--- config.mk ---
export PLATFORM = sky130hd
export DESIGN_NAME = hazard_fwd_ctrl
export DESIGN_NICKNAME = d
export VERILOG_FILES = /design/src/rtl/misc_v_pkg.sv /design/src/rtl/fwd_match.sv /design/src/rtl/hazard_fwd_ctrl.sv
export SDC_FILE = /design/constraint.sdc
export NUM_CORES = 1
export LEC_CHECK = 0
export CORE_ASPECT_RATIO = 0.5
export CORE_UTILIZATION = 40
export DETAILED_ROUTE_END_ITERATION = 7
export PLACE_DENSITY = 0.72
export SLEW_MARGIN = 20
export SYNTH_ARGS = -nofsm -noshare
export SYNTH_HDL_FRONTEND = slang
export SYNTH_SLANG_ARGS = --single-unit
--- constraint.sdc ---
create_clock -name clk -period 8.6 [get_ports clk]
set_input_delay 0.86 -clock clk [delete_from_list [all_inputs] [get_ports clk]]
set_output_delay 0.86 -clock clk [all_outputs]
set_load 0.03 [all_outputs]
--- src/rtl/misc_v_pkg.sv ---
// Shared MISC-V pipeline definitions: forwarding encodings, controller states,
// stage-record layouts and the producer-match rule used by all hazard logic.
package misc_v_pkg;

  localparam int TAG_W = 3;

  localparam logic [1:0] FWD_MEM  = 2'b00;
  localparam logic [1:0] FWD_WB   = 2'b01;
  localparam logic [1:0] FWD_REG  = 2'b10;
  localparam logic [1:0] FWD_ZERO = 2'b11;
  localparam logic       FWD3_WB  = 1'b0;
  localparam logic       FWD3_REG = 1'b1;

  typedef enum logic [1:0] {ST_RUN, ST_STALL, ST_MEMWAIT} ctrlState_e;
  typedef enum logic [1:0] {ACT_ADVANCE, ACT_FLUSH, ACT_STALL, ACT_FREEZE} pipeAction_e;

  typedef struct packed {
    logic             v;
    logic [TAG_W-1:0] rd;
    logic             rw;
    logic             mr;
    logic             mw;
    logic [TAG_W-1:0] rs1;
    logic [TAG_W-1:0] rs2;
    logic [TAG_W-1:0] rs3;
    logic             use1;
    logic             use2;
    logic             use3;
  } exRec_t;

  typedef struct packed {
    logic             v;
    logic [TAG_W-1:0] rd;
    logic             rw;
    logic             mr;
  } memRec_t;

  typedef struct packed {
    logic             v;
    logic [TAG_W-1:0] rd;
    logic             rw;
  } wbRec_t;

  // r0 is hardwired zero, so it never has a producer worth forwarding.
  function automatic logic producerHit(input logic v, input logic rw,
                                       input logic [TAG_W-1:0] rd,
                                       input logic [TAG_W-1:0] tag);
    return v && rw && (rd == tag) && (tag != '0);
  endfunction

endpackage

--- src/rtl/fwd_match.sv ---
// Compares one EX source tag against the MEM and WB records and returns the
// forwarding select; WB_ONLY restricts the choice to WB data or register file.
module fwd_match
  import misc_v_pkg::*;
#(
  parameter int REG_AW  = TAG_W,
  parameter bit WB_ONLY = 1'b0
) (
  input  logic [REG_AW-1:0] tag,
  input  logic              memV,
  input  logic [REG_AW-1:0] memRd,
  input  logic              memRw,
  input  logic              memMr,
  input  logic              wbV,
  input  logic [REG_AW-1:0] wbRd,
  input  logic              wbRw,
  output logic [1:0]        sel,
  output logic              memLoadHit
);

  logic memHit;
  logic wbHit;

  assign memHit     = producerHit(memV, memRw, memRd, tag);
  assign wbHit      = producerHit(wbV, wbRw, wbRd, tag);
  assign memLoadHit = memHit && memMr;

  // A load in MEM has no data yet, so it falls through to WB/register file.
  always_comb begin
    sel = FWD_REG;
    if (!WB_ONLY && memHit && !memMr) sel = FWD_MEM;
    else if (wbHit)                   sel = FWD_WB;
  end

endmodule

--- src/rtl/hazard_fwd_ctrl.sv ---
// Hazard/forwarding controller for the MISC-V five-stage core: tracks EX/MEM/WB
// register tags, drives EX forwarding selects and stage advance/squash controls.
module hazard_fwd_ctrl
  import misc_v_pkg::*;
#(
  parameter int REG_AW = TAG_W,
  parameter int CNT_W  = 16
) (
  input  logic              clk,
  input  logic              reset,
  input  logic              id_valid,
  input  logic [REG_AW-1:0] id_rs1,
  input  logic [REG_AW-1:0] id_rs2,
  input  logic [REG_AW-1:0] id_rs3,
  input  logic              id_use1,
  input  logic              id_use2,
  input  logic              id_use3,
  input  logic [REG_AW-1:0] id_rd,
  input  logic              id_reg_write,
  input  logic              id_mem_read,
  input  logic              id_mem_write,
  input  logic              ex_branch_taken,
  input  logic              mem_busy,
  output logic [1:0]        fwd1_sel,
  output logic [1:0]        fwd2_sel,
  output logic              fwd3_sel,
  output logic              pc_write,
  output logic              ifid_write,
  output logic              ifid_flush,
  output logic              idex_bubble,
  output logic [CNT_W-1:0]  stall_cycles
);

  ctrlState_e  state;
  pipeAction_e action;
  exRec_t      exRec;
  exRec_t      idRec;
  memRec_t     memRec;
  wbRec_t      wbRec;
  logic [CNT_W-1:0] stallCnt;

  logic [1:0] sel1, sel2, sel3;
  logic       loadHit1, loadHit2, loadHit3;
  logic       exHit1, exHit2, exHit3;
  logic       hazard;

  assign idRec = '{v: id_valid, rd: id_rd, rw: id_reg_write, mr: id_mem_read,
                   mw: id_mem_write, rs1: id_rs1, rs2: id_rs2, rs3: id_rs3,
                   use1: id_use1, use2: id_use2, use3: id_use3};

  fwd_match #(.REG_AW(REG_AW), .WB_ONLY(1'b0)) uFwd1 (
    .tag(exRec.rs1), .memV(memRec.v), .memRd(memRec.rd), .memRw(memRec.rw),
    .memMr(memRec.mr), .wbV(wbRec.v), .wbRd(wbRec.rd), .wbRw(wbRec.rw),
    .sel(sel1), .memLoadHit(loadHit1)
  );

  fwd_match #(.REG_AW(REG_AW), .WB_ONLY(1'b0)) uFwd2 (
    .tag(exRec.rs2), .memV(memRec.v), .memRd(memRec.rd), .memRw(memRec.rw),
    .memMr(memRec.mr), .wbV(wbRec.v), .wbRd(wbRec.rd), .wbRw(wbRec.rw),
    .sel(sel2), .memLoadHit(loadHit2)
  );

  // Store data has no MEM bypass path, only WB or the register file.
  fwd_match #(.REG_AW(REG_AW), .WB_ONLY(1'b1)) uFwd3 (
    .tag(exRec.rs3), .memV(memRec.v), .memRd(memRec.rd), .memRw(memRec.rw),
    .memMr(memRec.mr), .wbV(wbRec.v), .wbRd(wbRec.rd), .wbRw(wbRec.rw),
    .sel(sel3), .memLoadHit(loadHit3)
  );

  assign exHit1 = producerHit(exRec.v, exRec.rw, exRec.rd, id_rs1);
  assign exHit2 = producerHit(exRec.v, exRec.rw, exRec.rd, id_rs2);
  assign exHit3 = producerHit(exRec.v, exRec.rw, exRec.rd, id_rs3);

  assign hazard = id_valid &&
                  ((exRec.mr && ((id_use1 && exHit1) || (id_use2 && exHit2) ||
                                 (id_use3 && exHit3))) ||
                   (id_mem_write && id_use3 && exHit3));

  // STALL re-evaluates as RUN; every state freezes while memory is busy.
  always_comb begin
    action = ACT_ADVANCE;
    if (mem_busy)             action = ACT_FREEZE;
    else if (ex_branch_taken) action = ACT_FLUSH;
    else if (hazard)          action = ACT_STALL;
  end

  always_comb begin
    pc_write    = 1'b1;
    ifid_write  = 1'b1;
    ifid_flush  = 1'b0;
    idex_bubble = 1'b0;
    if (reset) begin
      case (action)
        ACT_FLUSH: begin
          ifid_flush  = 1'b1;
          idex_bubble = 1'b1;
        end
        ACT_STALL: begin
          pc_write    = 1'b0;
          ifid_write  = 1'b0;
          idex_bubble = 1'b1;
        end
        ACT_FREEZE: begin
          pc_write    = 1'b0;
          ifid_write  = 1'b0;
        end
        default: ;
      endcase
    end
  end

  assign fwd1_sel     = reset ? sel1 : FWD_REG;
  assign fwd2_sel     = reset ? sel2 : FWD_REG;
  assign fwd3_sel     = (reset && exRec.mw && sel3 == FWD_WB) ? FWD3_WB : FWD3_REG;
  assign stall_cycles = stallCnt;

  always_ff @(posedge clk) begin
    if (!reset) begin
      state    <= ST_RUN;
      exRec.v  <= 1'b0;
      memRec.v <= 1'b0;
      wbRec.v  <= 1'b0;
      stallCnt <= '0;
    end else begin
      case (action)
        ACT_FREEZE: state <= ST_MEMWAIT;
        ACT_STALL:  state <= ST_STALL;
        default:    state <= ST_RUN;
      endcase
      if (action != ACT_FREEZE) begin
        exRec  <= (action == ACT_ADVANCE) ? idRec : '0;
        memRec <= '{v: exRec.v, rd: exRec.rd, rw: exRec.rw, mr: exRec.mr};
        wbRec  <= '{v: memRec.v, rd: memRec.rd, rw: memRec.rw};
      end
      if (!pc_write && stallCnt != '1) stallCnt <= stallCnt + CNT_W'(1);
    end
  end

  // A consumer in EX must never see its source still being loaded in MEM.
  always_ff @(posedge clk) begin
    if (reset) begin
      assert (!(exRec.v && ((exRec.use1 && loadHit1) || (exRec.use2 && loadHit2) ||
                            (exRec.use3 && loadHit3))));
      assert (state != ST_STALL || !exRec.v);
    end
  end

endmodule

==> flow_summary.rst, run 1 <==
.. list-table::
   :header-rows: 1

   * - Metric
     - Value
   * - Status
     - completed
   * - Post-synth top area share
     - 31.5%
   * - Largest voltage drop on the vdd net
     - 110 uV
   * - Seq cells post-synth
     - 43
   * - YS warnings
     - 0
   * - Htree depth
     - 2
   * - Antenna cells
     - 0
   * - Power density of the placed cells
     - 162 nW/um2
   * - Syn-to-layout area delta
     - 29.8%
   * - Number of buffers inserted during clock tree synthesis
     - 5
   * - Fraction of registers with async set or reset after synthesis
     - 0%
   * - Hold WS
     - between 400 and 500 ps
   * - RD Place Congestion
     - 0.825
   * - Global-route wire length before repair
     - 8360 um
   * - Site row count
     - 19
   * - Proportion of layout cells with a drive suffix above 1
     - 5.40%
   * - Top Ports
     - between 40 and 50
   * - Yosys top cell by area
     - sky130_fd_sc_hd__edfxtp_1
   * - Post-CTS setup buffer count
     - 0
   * - Number of clock sinks seen by CTS
     - 43
   * - Fraction of the yosys area taken by sequential cells
     - 48.1%
   * - Skew final
     - around 5.4 ps
   * - Critical path class
     - input port to output port
   * - Sum of overflow across all layers after global routing
     - 0
   * - Antenna violations before repair
     - 0
   * - TritonCTS clock tree
     - built
   * - Worst-case headroom to the max-slew limit
     - a little over half
   * - Transition at the pin with the smallest max-transition slack
     - a little under 700 ps
   * - Syn_nets
     - 258
   * - DIE AREA
     - 6040 um2
   * - Number of enable-type register cells in the synthesized netlist
     - 24
   * - Post-synth top flop
     - sky130_fd_sc_hd__edfxtp_1
   * - Most frequent cells after synthesis
     - sky130_fd_sc_hd__nand2_1 (25), sky130_fd_sc_hd__edfxtp_1 (24), sky130_fd_sc_hd__dfxtp_1 (19)
   * - Nets
     - a little over 300
   * - Starting density of the core
     - 41.6%
   * - Gates resized, CTS repair
     - 0
   * - Root buffer cell
     - sky130_fd_sc_hd__clkbuf_16
   * - CTS hold repair buffers
     - 0
   * - Count of different cell masters after synthesis
     - 40
   * - Die Width
     - 109 um
   * - Number of DRC violations after detailed routing
     - 0
   * - Drt first-iter violations
     - 62
   * - Area of the mapped netlist
     - ~2300 um2
   * - Cell count after synthesis
     - 230
   * - Number of max-slew violations in the final report
     - 0
   * - Number of antenna-violating nets in the routed design
     - 0
   * - Maximum number of pins on one net before global-route repair
     - 25
   * - Global router's overall resource usage
     - around 18%
   * - Crit path capture type
     - output port
   * - Post-placement cell count
     - 343
   * - Arrival time of data at the critical path endpoint
     - 3510 ps
   * - Number of global-route vias before repair
     - 1,755
   * - Setup repair after global routing missed its margin
     - false
   * - Die span in y
     - 55.5 um
   * - Crit-path max FO
     - 9
   * - Core occupancy in the finished layout
     - 54.1%
   * - Placed wire-length estimate after detailed placement
     - 3770 um
   * - Setup tns final
     - 0 ps
   * - Wirelength per Cell
     - 14.4 um
   * - Cell leakage power
     - 1.05 nW
   * - Post-route cell area
     - 2970 um2
   * - Total wire length
     - 5050 um
   * - Cell area reported after detailed placement
     - 2820 um2
   * - Most frequent cell after synthesis
     - sky130_fd_sc_hd__nand2_1
   * - Clock latency on the worst-skew pair
     - ~280 ps
   * - Final cell count without fillers
     - 351
   * - Count of final hold-check violations
     - 0
   * - Final setup viols
     - 0
   * - Highest clock frequency the design can meet
     - 229 MHz
   * - Worst-path clk slew
     - 60 ps
   * - Port-buffer cells
     - 47
   * - Via-to-Cell Ratio
     - 5.47
   * - Final cycle utilization of the critical path
     - between 50% and 60%
   * - Placeable core area
     - 5490 um2
   * - Kind of start point of the critical path
     - input port
   * - Number of optimization iterations in the first detailed-route pass
     - 4
   * - Shortest clock period the worst path allows after layout
     - 4370 ps
   * - Mean instance size in the synthesized netlist
     - 9.94 um2
   * - Maximum Capacitance Violations
     - 0
   * - Clock Tree Buf Depth
     - 2
   * - Vias after detailed routing
     - 1,919
   * - Required time worst endpoint
     - just under 8000 ps
   * - Hold WC Path Type
     - flip-flop to flip-flop
   * - Number of inserted filler cells in the final layout
     - 502
   * - Cell types occupying the most area after synthesis
     - sky130_fd_sc_hd__edfxtp_1 (32%), sky130_fd_sc_hd__dfxtp_1 (17%), sky130_fd_sc_hd__and2_1 (4.4%)
==> layout by cell type (no fill, tap or decap), types with 5 or more instances in the layout <==
| cell type | Yosys | final |
|---|---|---|
| sky130_fd_sc_hd__o2111ai_1 | 6 | 6 |
| sky130_fd_sc_hd__o211ai_1 | 5 | 5 |
| sky130_fd_sc_hd__inv_1 | 7 | 7 |
| sky130_fd_sc_hd__dfxtp_1 | 19 | 19 |
| sky130_fd_sc_hd__clkdlybuf4s50_1 | 0 | 47 |
| sky130_fd_sc_hd__o21ai_0 | 9 | 9 |
| sky130_fd_sc_hd__clkbuf_16 | 0 | 5 |
| sky130_fd_sc_hd__xnor2_1 | 10 | 10 |
| sky130_fd_sc_hd__nand2_1 | 25 | 25 |
| sky130_fd_sc_hd__a21oi_1 | 9 | 9 |
| sky130_fd_sc_hd__xor2_1 | 5 | 5 |
| sky130_fd_sc_hd__edfxtp_1 | 24 | 24 |
| sky130_fd_sc_hd__ha_1 | 5 | 5 |
| sky130_fd_sc_hd__nor2_1 | 18 | 17 |
| sky130_fd_sc_hd__mux2i_1 | 10 | 10 |
| sky130_fd_sc_hd__and2_1 | 16 | 16 |
| sky130_fd_sc_hd__nand3_1 | 5 | 5 |
==> flip-flops by register name, summed over array words and instances, names as in the netlist <==
signal and count:
exRec 16, memRec 6, stall_cycles 16, wbRec 5
==> final cells by class <==
type | count | area [um2] | area share (%)
sequential | 43 | 1100 | 37.1
multi-input combinational | 173 | 1130 | 38.2
clock buffer | 5 | 125 | 4.21
inverter | 7 | 26.3 | 0.885
tap | 73 | 91.3 | 3.08
timing repair buffer | 47 | 470 | 15.8
clock inverter | 3 | 20.0 | 0.674
==> through the flow <==
step	worst slack, ps	total power [mW]
global route	3970	0.498
detailed placement	4270	0.298
floorplan	4870	0.274
global placement	4360	0.296
CTS	4260	0.481
finish	4230	0.481
==> critical path, cell delays in order <==
cell                              delay, ps
sky130_fd_sc_hd__clkdlybuf4s50_1        420
sky130_fd_sc_hd__or2_2                  270
sky130_fd_sc_hd__o21ai_0                170
sky130_fd_sc_hd__a21oi_1                110
sky130_fd_sc_hd__a31oi_1                270
sky130_fd_sc_hd__ha_1                   470
sky130_fd_sc_hd__o21ai_0                260
sky130_fd_sc_hd__clkdlybuf4s50_1        680
==> cell families after synthesis <==
logic type | after synthesis | synth area share (%)
adder cells (fa/ha/maj) | 5 | 2.74
AO/OA/AOI/OAI | 49 | 14.9
buffers and inverters | 14 | 2.57
XOR/XNOR | 15 | 5.74
multiplexers | 10 | 4.38
AND/OR/NAND/NOR | 94 | 21.6
flip-flops | 43 | 48.1
==> power by group <==
group,switching (mW),internal (mW)
registers,0.0117,0.229
logic,0.0259,0.0271
clock network,0.0797,0.107
==> final timing paths <==
path,start,slack (ps),to,cells after the start
max reg2reg,exRec[17]$_SDFFCE_PP0P_,5550,stall_cycles[15]$_SDFFE_PN0P_,9
max,id_rs3[2],4230,pc_write,8
min reg2reg,memRec[1]$_DFFE_PP_,460,wbRec[0]$_DFFE_PP_,0
min,memRec[1]$_DFFE_PP_,460,wbRec[0]$_DFFE_PP_,0
==> routing by layer <==
metal | track usage [%] | wire (um) | up-vias
li1 | - | - | 945
met1 | 24.1 | 2430 | 930
met2 | 28.5 | 2420 | 42
met3 | 4.25 | 179 | 2
met4 | 4.25 | 20 | 0
met5 | 0 | 0 | -
No activity file was read; power rests on OpenSTA's default activity.
==> run 2, diff against run 1 <==
- PLACE_DENSITY: 0.72 -> 0.75
- clock period: 8.6 -> 3.6 ns (I/O delays scaled with it)
==> flow_summary.rst, run 2 (synthesized netlist as in run 1, its figures left out) <==
.. list-table::
   :header-rows: 1

   * - Metric
     - Value
   * - Top Ports
     - 48 (unchanged)
   * - Nets
     - 309 (was 305)
   * - Clock Tree Buf Depth
     - 2 (unchanged)
   * - Site row count
     - 19 (unchanged)
   * - Power density of the placed cells
     - 402 nW/um2 (was 162 nW/um2)
   * - Kind of start point of the critical path
     - input port (unchanged)
   * - Gates resized, CTS repair
     - 0 (unchanged)
   * - TritonCTS clock tree
     - built (unchanged)
   * - Final setup viols
     - 0 (unchanged)
   * - Sum of overflow across all layers after global routing
     - 0 (unchanged)
   * - Global Route met3 Usage
     - 4.01% (was 4.25%)
   * - Hold WS
     - 460 ps (was 461 ps)
   * - Wirelength per Cell
     - 14.4 um (about the same)
   * - Antenna cells
     - 0 (unchanged)
   * - Global router's overall resource usage
     - 18.1% (was 17.7%)
   * - Count of final hold-check violations
     - 0 (unchanged)
   * - Number of buffers inserted during clock tree synthesis
     - 5 (unchanged)
   * - Placed wire-length estimate after detailed placement
     - 3830 um (was 3770 um)
   * - Root buffer cell
     - sky130_fd_sc_hd__clkbuf_16 (unchanged)
   * - Setup tns final
     - 0 ps (unchanged)
   * - Skew final
     - 3.50 ps (was 5.40 ps)
   * - Switching share of total power
     - 22.3% (was 24.4%)
   * - Most frequent cells in the layout
     - sky130_fd_sc_hd__clkdlybuf4s50_1 (47), sky130_fd_sc_hd__nand2_1 (25), sky130_fd_sc_hd__edfxtp_1 (24) (unchanged)
   * - Worst-path clk slew
     - 60 ps (about the same)
   * - Net load switching power
     - 0.271 mW (was 0.117 mW)
   * - Sequential group share of total power
     - 47.5% (was 50.1%)
   * - Comb pwr share
     - 10.6% (was 11.0%)
   * - Cell area reported after detailed placement
     - 2850 um2 (was 2820 um2)
   * - Setup slack of the critical path after layout
     - 368 ps (was 4230 ps)
   * - Status
     - completed (unchanged)
   * - Number of optimization iterations in the first detailed-route pass
     - 4 (unchanged)
   * - Post-route cell area
     - 3020 um2 (was 2970 um2)
   * - Number of antenna-violating nets in the routed design
     - 0 (unchanged)
   * - Number of max-slew violations in the final report
     - 0 (unchanged)
   * - Highest clock frequency the design can meet
     - 309 MHz
   * - CTS hold repair buffers
     - 0 (unchanged)
   * - Number of clock sinks seen by CTS
     - 43 (unchanged)
   * - Most common cell after layout, fill and taps aside
     - sky130_fd_sc_hd__clkdlybuf4s50_1 (unchanged)
   * - Cell leakage power
     - 1.08 nW (was 1.05 nW)
   * - Number of global-route vias before repair
     - 1,789 (was 1,755)
   * - Final cell count without fillers
     - 355 (was 351)
   * - Worst-case headroom to the max-slew limit
     - 59.5% (was 54.0%)
   * - Post-placement cell count
     - 347 (was 343)
   * - Internal power
     - 0.942 mW (was 0.363 mW)
   * - Pwr Total
     - 1.21 mW (was 0.481 mW)
   * - Die span in y
     - 55.5 um (unchanged)
   * - Number of DRC violations after detailed routing
     - 0 (unchanged)
   * - Global-route wire length before repair
     - 8490 um (was 8360 um)
   * - Clock latency on the worst-skew pair
     - 280 ps (about the same)
   * - Proportion of layout cells with a drive suffix above 1
     - 6.74% (was 5.40%)
   * - Starting density of the core
     - 41.6% (unchanged)
   * - Drt first-iter violations
     - 108 (was 62)
   * - Antenna violations before repair
     - 0 (unchanged)
   * - Crit path capture type
     - output port (unchanged)
   * - Core occupancy in the finished layout
     - 54.9% (was 54.1%)
   * - Number of inserted filler cells in the final layout
     - 511 (was 502)
   * - Maximum number of pins on one net before global-route repair
     - 25 (unchanged)
   * - Hold WC Path Type
     - flip-flop to flip-flop (unchanged)
   * - Met2 layer usage reported by global route
     - 30.5% (was 28.5%)
   * - Port-buffer cells
     - 47 (unchanged)
   * - Placement Setup Slack
     - 406 ps (was 4270 ps)
   * - Via-to-Cell Ratio
     - 5.26 (was 5.47)
   * - Combined flip-flop and latch cell area
     - 1100 um2 (unchanged)
   * - Setup repair after global routing missed its margin
     - false (unchanged)
   * - Total wire length
     - 5110 um (was 5050 um)
   * - Vias after detailed routing
     - 1,867 (was 1,919)
   * - Global-route track usage on met1
     - 23.2% (was 24.1%)
   * - Largest voltage drop on the vdd net
     - 197 uV (was 110 uV)
   * - Shortest clock period the worst path allows after layout
     - 3230 ps
   * - Transition at the pin with the smallest max-transition slack
     - 602 ps (was 688 ps)
   * - Arrival time of data at the critical path endpoint
     - 2870 ps (was 3510 ps)
   * - Htree depth
     - 2 (unchanged)
   * - Final cycle utilization of the critical path
     - 89.8%
   * - Clock network power share
     - 41.9% (was 38.9%)
   * - Placeable core area
     - 5490 um2 (unchanged)
   * - Required time worst endpoint
     - 3240 ps (was 7740 ps)
   * - Maximum Capacitance Violations
     - 0 (unchanged)
   * - Critical path class
     - input port to output port (unchanged)
   * - DIE AREA
     - 6040 um2 (unchanged)
   * - Area of combinational cells with multiple inputs
     - 1130 um2 (about the same)
   * - Syn-to-layout area delta
     - 31.8% (was 29.8%)
   * - Post-CTS setup buffer count
     - 0 (unchanged)
   * - RD Place Congestion
     - 0.816 (was 0.825)
   * - Crit-path max FO
     - 4 (was 9)
   * - Die Width
     - 109 um (unchanged)
   * - Most crowded layer after global routing
     - met2 (unchanged)
run 2: changes by cell type in the layout (fill, tap and decap cells not counted), sizes merged:
cell and delta:
clkinv -2, clkbuf +1, bufinv +1, buf +4
run 2: final cells by class:
type                    count  share of cell area, %
flip-flops and latches     43                   36.5
multi-input cells         173                   37.5
inverters                   7                  0.871
clock buffers               6                   4.27
clock inverters             2                   1.24
well taps                  73                   3.03
repair buffers             51                   16.6
run 2: power groups by stage:
stage / combinational (mW) / sequential (mW) / clock [mW]
floorplan: 0.0715 / 0.583 / 0
global placement: 0.125 / 0.584 / 0
detailed placement: 0.128 / 0.586 / 0
CTS: 0.130 / 0.575 / 0.515
global route: 0.141 / 0.579 / 0.538
finish: 0.129 / 0.575 / 0.508
run 2: path summary, 6_finish.rpt:
check,endpoint,cells past startpoint,startpoint,slack (ps)
max,pc_write,8,id_rs3[1],370
min,wbRec[0]$_DFFE_PP_,0,memRec[1]$_DFFE_PP_,460
max reg2reg,stall_cycles[10]$_SDFFE_PN0P_,10,exRec[17]$_SDFFCE_PP0P_,690
min reg2reg,wbRec[0]$_DFFE_PP_,0,memRec[1]$_DFFE_PP_,460
run 2: worst max-delay path: stages:
cell                              delay (ps)
sky130_fd_sc_hd__clkdlybuf4s50_1         490
sky130_fd_sc_hd__xor2_1                  160
sky130_fd_sc_hd__nor3_1                   70
sky130_fd_sc_hd__a21oi_1                 200
sky130_fd_sc_hd__a31oi_1                 180
sky130_fd_sc_hd__ha_1                    270
sky130_fd_sc_hd__o21ai_0                 390
sky130_fd_sc_hd__clkdlybuf4s50_1         760
run 2: per-layer routing:
| layer | wire (um) | up-vias |
|---|---|---|
| li1 | - | 952 |
| met1 | 2370 | 867 |
| met2 | 2500 | 43 |
| met3 | 204 | 5 |
| met4 | 38 | 0 |
| met5 | 0 | - |
==> run 3, diff against run 2 <==
- CTS_CLUSTER_DIAMETER: default -> 120
==> results of run 3 <==
No change in the layout: final DEF, timing and power equal those of run 2.
